<file path="config.mk">
export PLATFORM = sky130hd
export DESIGN_NAME = adder32_arbiter_flat
export DESIGN_NICKNAME = d
export VERILOG_FILES = /design/src/rtl/adder32_arb_pkg.sv /design/src/rtl/adder32_arbiter_if.sv /design/src/rtl/adder32_arbiter_rr_arbiter.sv /design/src/rtl/adder32_arbiter.sv /design/src/flat_wrapper.sv
export SDC_FILE = /design/constraint.sdc
export NUM_CORES = 1
export LEC_CHECK = 0
export ABC_AREA = 1
export CAP_MARGIN = 20
export CORE_ASPECT_RATIO = 1.25
export CORE_MARGIN = 5
export CORE_UTILIZATION = 36
export CTS_CLUSTER_DIAMETER = 30
export DETAILED_ROUTE_END_ITERATION = 8
export PLACE_DENSITY = 0.79
export SYNTH_ARGS = -nofsm -noshare
export SYNTH_HDL_FRONTEND = slang
export SYNTH_SLANG_ARGS = --single-unit
</file>
<file path="constraint.sdc">
create_clock -name clk -period 3.7 [get_ports clk]
set_input_delay 0.37 -clock clk [delete_from_list [all_inputs] [get_ports clk]]
set_output_delay 0.37 -clock clk [all_outputs]
set_load 0.02 [all_outputs]
</file>
<file path="src/rtl/adder32_arb_pkg.sv">
// Shared types and helpers for the adder32_arbiter block.
// Optional feature macro: ADDER32_ARB_CARRY_EN (carry-out on the response).
package adder32_arb_pkg;

    localparam int DEF_NUM_REQ = 4;
    localparam int DEF_DATA_W  = 32;

    typedef enum logic {
        IDLE = 1'b0,
        HOLD = 1'b1
    } state_t;

    // Requester index k places after ptr, wrapping modulo n.
    function automatic int unsigned wrap_idx(
        input int unsigned ptr,
        input int unsigned k,
        input int unsigned n
    );
        return (ptr + k) % n;
    endfunction

endpackage

</file>
<file path="src/rtl/adder32_arbiter_if.sv">
// Request/response bundle between clients and adder32_arbiter.
// master = client side, slave = arbiter side; rsp_carry needs ADDER32_ARB_CARRY_EN.
interface adder32_arbiter_if #(
    parameter int NUM_REQ = 4,
    parameter int DATA_W  = 32,
    parameter int ID_W    = 2
);

    logic [NUM_REQ-1:0]        req_valid;
    logic [NUM_REQ-1:0]        req_ready;
    logic [NUM_REQ*DATA_W-1:0] req_a;
    logic [NUM_REQ*DATA_W-1:0] req_b;
    logic                      rsp_valid;
    logic                      rsp_ready;
    logic [DATA_W-1:0]         rsp_data;
    logic [ID_W-1:0]           rsp_id;
`ifdef ADDER32_ARB_CARRY_EN
    logic                      rsp_carry;

    modport master (
        output req_valid, req_a, req_b, rsp_ready,
        input  req_ready, rsp_valid, rsp_data, rsp_id,
        input  rsp_carry
    );

    modport slave (
        input  req_valid, req_a, req_b, rsp_ready,
        output req_ready, rsp_valid, rsp_data, rsp_id,
        output rsp_carry
    );
`else
    modport master (
        output req_valid, req_a, req_b, rsp_ready,
        input  req_ready, rsp_valid, rsp_data, rsp_id
    );

    modport slave (
        input  req_valid, req_a, req_b, rsp_ready,
        output req_ready, rsp_valid, rsp_data, rsp_id
    );
`endif

endinterface

</file>
<file path="src/rtl/adder32_arbiter_rr_arbiter.sv">
// Combinational round-robin picker: first asserted req at or after ptr.
// Ports: req, ptr, en in; one-hot gnt and encoded idx out.
module adder32_arbiter_rr_arbiter
    import adder32_arb_pkg::*;
#(
    parameter int N  = 4,
    parameter int IW = 2
) (
    input  logic [N-1:0]  req,
    input  logic [IW-1:0] ptr,
    input  logic          en,
    output logic [N-1:0]  gnt,
    output logic [IW-1:0] idx
);

    logic [IW-1:0] j;
    logic          found;

    always_comb begin
        gnt   = '0;
        idx   = '0;
        j     = '0;
        found = 1'b0;
        for (int k = 0; k < N; k++) begin
            j = IW'(wrap_idx(32'(ptr), k, N));
            if (en && !found && req[j]) begin
                found  = 1'b1;
                gnt[j] = 1'b1;
                idx    = j;
            end
        end
    end

endmodule

</file>
<file path="src/rtl/adder32_arbiter.sv">
// Round-robin sharing of one wrap-around adder between NUM_REQ clients.
// Ports: clk, rst (sync, high), bus (slave); carry via ADDER32_ARB_CARRY_EN.
module adder32_arbiter
    import adder32_arb_pkg::*;
#(
    parameter int NUM_REQ = DEF_NUM_REQ,
    parameter int DATA_W  = DEF_DATA_W,
    parameter int ID_W    = 2
) (
    input logic              clk,
    input logic              rst,
    adder32_arbiter_if.slave bus
);

    state_t              state_q;
    state_t              state_d;
    logic [ID_W-1:0]     ptr_q;
    logic [DATA_W-1:0]   data_q;
    logic [ID_W-1:0]     id_q;

    logic                can_accept;
    logic                fire;
    logic [NUM_REQ-1:0]  gnt;
    logic [ID_W-1:0]     gidx;
    logic [DATA_W-1:0]   a_sel;
    logic [DATA_W-1:0]   b_sel;

    // Slot frees up either when empty or when the held response retires now.
    assign can_accept = (state_q == IDLE) || bus.rsp_ready;

    adder32_arbiter_rr_arbiter #(
        .N  (NUM_REQ),
        .IW (ID_W)
    ) u_arb (
        .req (bus.req_valid),
        .ptr (ptr_q),
        .en  (can_accept && !rst),
        .gnt (gnt),
        .idx (gidx)
    );

    // gnt is only ever set on a valid requester.
    assign fire  = |gnt;
    assign a_sel = bus.req_a[gidx*DATA_W +: DATA_W];
    assign b_sel = bus.req_b[gidx*DATA_W +: DATA_W];

`ifdef ADDER32_ARB_CARRY_EN
    logic [DATA_W:0] sum;
    logic            carry_q;

    assign sum = {1'b0, a_sel} + {1'b0, b_sel};
`else
    logic [DATA_W-1:0] sum;

    assign sum = a_sel + b_sel;
`endif

    always_ff @(posedge clk) begin
        if (rst) begin
            state_q <= IDLE;
        end else begin
            state_q <= state_d;
        end
    end

    always_comb begin
        state_d = state_q;
        unique case (state_q)
            IDLE: if (fire) state_d = HOLD;
            HOLD: if (bus.rsp_ready && !fire) state_d = IDLE;
            default: state_d = IDLE;
        endcase
    end

    always_comb begin
        bus.req_ready = gnt;
        bus.rsp_valid = (state_q == HOLD);
    end

    always_ff @(posedge clk) begin
        if (rst) begin
            ptr_q   <= '0;
            data_q  <= '0;
            id_q    <= '0;
`ifdef ADDER32_ARB_CARRY_EN
            carry_q <= 1'b0;
`endif
        end else if (fire) begin
            ptr_q   <= ID_W'(wrap_idx(32'(gidx), 1, NUM_REQ));
            data_q  <= sum[DATA_W-1:0];
            id_q    <= gidx;
`ifdef ADDER32_ARB_CARRY_EN
            carry_q <= sum[DATA_W];
`endif
        end
    end

    assign bus.rsp_data  = data_q;
    assign bus.rsp_id    = id_q;
`ifdef ADDER32_ARB_CARRY_EN
    assign bus.rsp_carry = carry_q;
`endif

endmodule
</file>
<file path="src/flat_wrapper.sv">
// flat-port wrapper written by rule: the top's interface ports become plain ports
module adder32_arbiter_flat import adder32_arb_pkg::*;
#(
    parameter int NUM_REQ = DEF_NUM_REQ,
    parameter int DATA_W  = DEF_DATA_W,
    parameter int ID_W    = 2
)
  (clk, rst, bus_req_valid, bus_req_a, bus_req_b, bus_rsp_ready, bus_req_ready, bus_rsp_valid, bus_rsp_data, bus_rsp_id);
  adder32_arbiter_if #(.NUM_REQ(NUM_REQ), .DATA_W(DATA_W), .ID_W(ID_W)) bus_i ();
  input logic clk;
  input logic rst;
  input wire logic [$bits(bus_i.req_valid)-1:0] bus_req_valid;
  input wire logic [$bits(bus_i.req_a)-1:0] bus_req_a;
  input wire logic [$bits(bus_i.req_b)-1:0] bus_req_b;
  input wire logic [$bits(bus_i.rsp_ready)-1:0] bus_rsp_ready;
  output wire logic [$bits(bus_i.req_ready)-1:0] bus_req_ready;
  output wire logic [$bits(bus_i.rsp_valid)-1:0] bus_rsp_valid;
  output wire logic [$bits(bus_i.rsp_data)-1:0] bus_rsp_data;
  output wire logic [$bits(bus_i.rsp_id)-1:0] bus_rsp_id;
  assign bus_i.req_valid = bus_req_valid;
  assign bus_i.req_a = bus_req_a;
  assign bus_i.req_b = bus_req_b;
  assign bus_i.rsp_ready = bus_rsp_ready;
  assign bus_req_ready = bus_i.req_ready;
  assign bus_rsp_valid = bus_i.rsp_valid;
  assign bus_rsp_data = bus_i.rsp_data;
  assign bus_rsp_id = bus_i.rsp_id;
  adder32_arbiter #(.NUM_REQ(NUM_REQ), .DATA_W(DATA_W), .ID_W(ID_W)) u_core (.clk(clk), .rst(rst), .bus(bus_i));
endmodule
</file>
==> results_dict.tcl <==
set metrics [dict create \
    synth_edf_count 0 \
    insertion_delay_ps 280 \
    wire_per_inst_um 19.9 \
    finalCriticalPeriod_ps 3880 \
    syn-num-nets 1245 \
    cp.required_ps 3870 \
    vias_per_cell 5.73 \
    final_common_cell "clkdlybuf4s50_1" \
    cts_max_level 2 \
    drive_above_1_share_pct 26.6 \
    finalSetupViolations 21 \
    critPathKind "in -> reg" \
    ys_types 37 \
    clock-skew-final_ps 4.55 \
    cts.path.max_buffers 2 \
    cp_max_fo 36 \
    critPathLaunchType "input port" \
    cts.sinks 37 \
    synth_seq_cells 37 \
    grt_pass1_wl_um 39200 \
    fin_setup_tns_ps -1590 \
    clk_pin_slew_worst_paths_ps 60 \
    nFillCells 969 \
    syn_area_per_cell_sq_um 5.64 \
    yosysWarnings 0 \
    first_iter_violations 990 \
    antenna_left 0 \
    clock.fmax_ghz 0.258 \
    grt_pass1_vias 7906 \
    crit_arrival_ps 4050 \
    overflow 0 \
    rows 49 \
    status "complete, but fails checks" \
    numCtsBuffers 5 \
    hold_path.class "reg -> reg" \
    hold_viol_final 0 \
    start_util_pct 36.9 \
    slew_headroom_pct 36.7 \
    area_growth_pct 107 \
    final_cell_mix "clkdlybuf4s50_1, nor2_1, buf_4" \
    fin_nets 1675 \
    grt.total_usage_pct 27.5 \
    ioPinCount 302 \
    async_flop_share_pct 0 \
    drv_cap 0 \
    gp_congestion 0.973 \
    die_w_um 119 \
    dp.final_hpwl_um 20600 \
    place.port_buffers 301 \
    dieArea_sq_mm 0.0174 \
    violations "setup timing" \
    drc 0 \
    first_pass_iters 6 \
    worstMarginPinSlew_ps 949 \
    rsz0062_at_grt "true" \
    cts_root_buf "clkbuf_16" \
    fin_crit_sh_pct 105 \
    wl_um 30900 \
    antenna_found_initial 1 \
    synth_area_sq_mm 0.00534 \
    seq_area_frac_synth_pct 13.9 \
    holdWs_ps 485 \
    die_y_um 146 \
    core_sq_mm 0.0145 \
    vias 8916 \
    critPathCaptureType "register" \
    ys.flop_type "dfxtp_1" \
    timing.final.ws_setup_ps -181 \
    grt_start_max_net_pins 43 \
    syn_inst 946 \
    tritoncts "built" \
    drv_slew 0 \
    diodes 0 \
]
## cell families after synthesis
kind of cell / count (synthesis) / share of synthesized area, %
flops: 37 / 13.9
simple gates: 426 / 32.4
compound gates: 303 / 30.8
buf+inv: 117 / 9.96
xor+xnor: 27 / 4.43
fa+ha+maj: 36 / 8.58
## critical path, stage by stage
cell	delay (ps)
clkdlybuf4s50_1	490
nand2_1	90
nand3_2	100
nand2_2	80
nand2_4	90
nor2_2	50
nor2_2	130
nand2_4	90
nand2_8	120
clkinv_8	110
buf_12	180
o21ai_1	290
o22ai_2	110
ha_2	220
fa_2	390
a21oi_4	210
o21bai_4	110
nand2_2	100
nand2_4	90
nand2_1	80
nand2_1	100
nand4_1	120
nand3_1	80
nand2_1	60
nand2_1	40
nor2_1	80
nor2_1	60
## state kept, by name, summed over array words and instances, names as in the netlist
| name | cells |
|---|---|
| u_core.bus.rsp_valid | 1 |
| u_core.bus.rsp_data | 32 |
| u_core.ptr_q | 2 |
| u_core.bus.rsp_id | 2 |
## cell usage after synthesis, types with 2 or more instances
cell type	instances	share of area, %
a21boi_0	3	0.42
a21o_1	6	0.84
a21oi_1	44	4.1
a31oi_1	3	0.35
buf_2	17	1.6
buf_4	2	0.28
buf_6	8	1.7
clkbuf_1	21	1.5
dfxtp_1	37	14
ha_1	35	8.2
inv_1	61	4.3
inv_2	5	0.35
nand2_1	139	9.8
nand2_2	5	0.59
nand3_1	30	2.8
nand4_1	5	0.59
nor2_1	232	16
nor2_2	2	0.23
nor2_4	2	0.42
nor3_1	7	0.66
o211ai_1	3	0.42
o21ai_0	158	15
o21ai_1	19	1.8
o21bai_1	3	0.42
o22ai_1	62	7.3
xnor2_1	5	0.82
xor2_1	22	3.6
## layout make-up
class | instances | area [sq um] | share of cell area (%)
clock inverter | 2 | 16.3 | 0.148
tap | 178 | 223 | 2.02
inverter | 68 | 273 | 2.47
multi-input combinational | 792 | 4880 | 44.3
clock buffer | 6 | 150 | 1.36
timing repair buffer | 472 | 4730 | 42.9
sequential | 37 | 746 | 6.77
## worst paths after layout
kind	start	end	slack, ps	cells past startpoint
worst max-delay path	bus_req_valid[3]	u_core.bus.rsp_data[26]	-180	27
worst min-delay path	u_core.bus.rsp_id[0]	u_core.bus.rsp_id[0]	490	2
worst max register to register	u_core.ptr_q[0]	u_core.bus.rsp_data[26]	-170	26
worst min register to register	u_core.bus.rsp_id[0]	u_core.bus.rsp_id[0]	490	2
## metrics by stage
stage / setup slack [ps] / utilization (%) / instance area (sq um) / cells
after floorplan: 8.92 / - / 5350 / 946
after global placement: -284 / 66.0 / 9550 / 1520
after detailed placement: -310 / 66.0 / 9550 / 1520
after CTS: -2.89 / 68.5 / 9920 / 1531
after global routing: -339 / 76.2 / 11000 / 1555
final: -181 / 76.2 / 11000 / 1555
## metal layers
layer	vias up	global-route usage (%)	part of all wire, %
li1	4065	-	-
met1	4002	30.6	34
met2	653	51.5	48
met3	194	5.61	9.9
met4	2	9.68	7.4
met5	-	0	0.023
## timing repair
action,4_1_cts,5_1_grt
endpoints found under the setup margin,23,27
buffers inserted,0,16
gates cloned,3,9
gates resized for setup,28,234
hold buffers,0,0
pin swaps,4,104
Power is not shown: default switching activity piles up to over one toggle a cycle in this logic, so the estimate is an artifact.
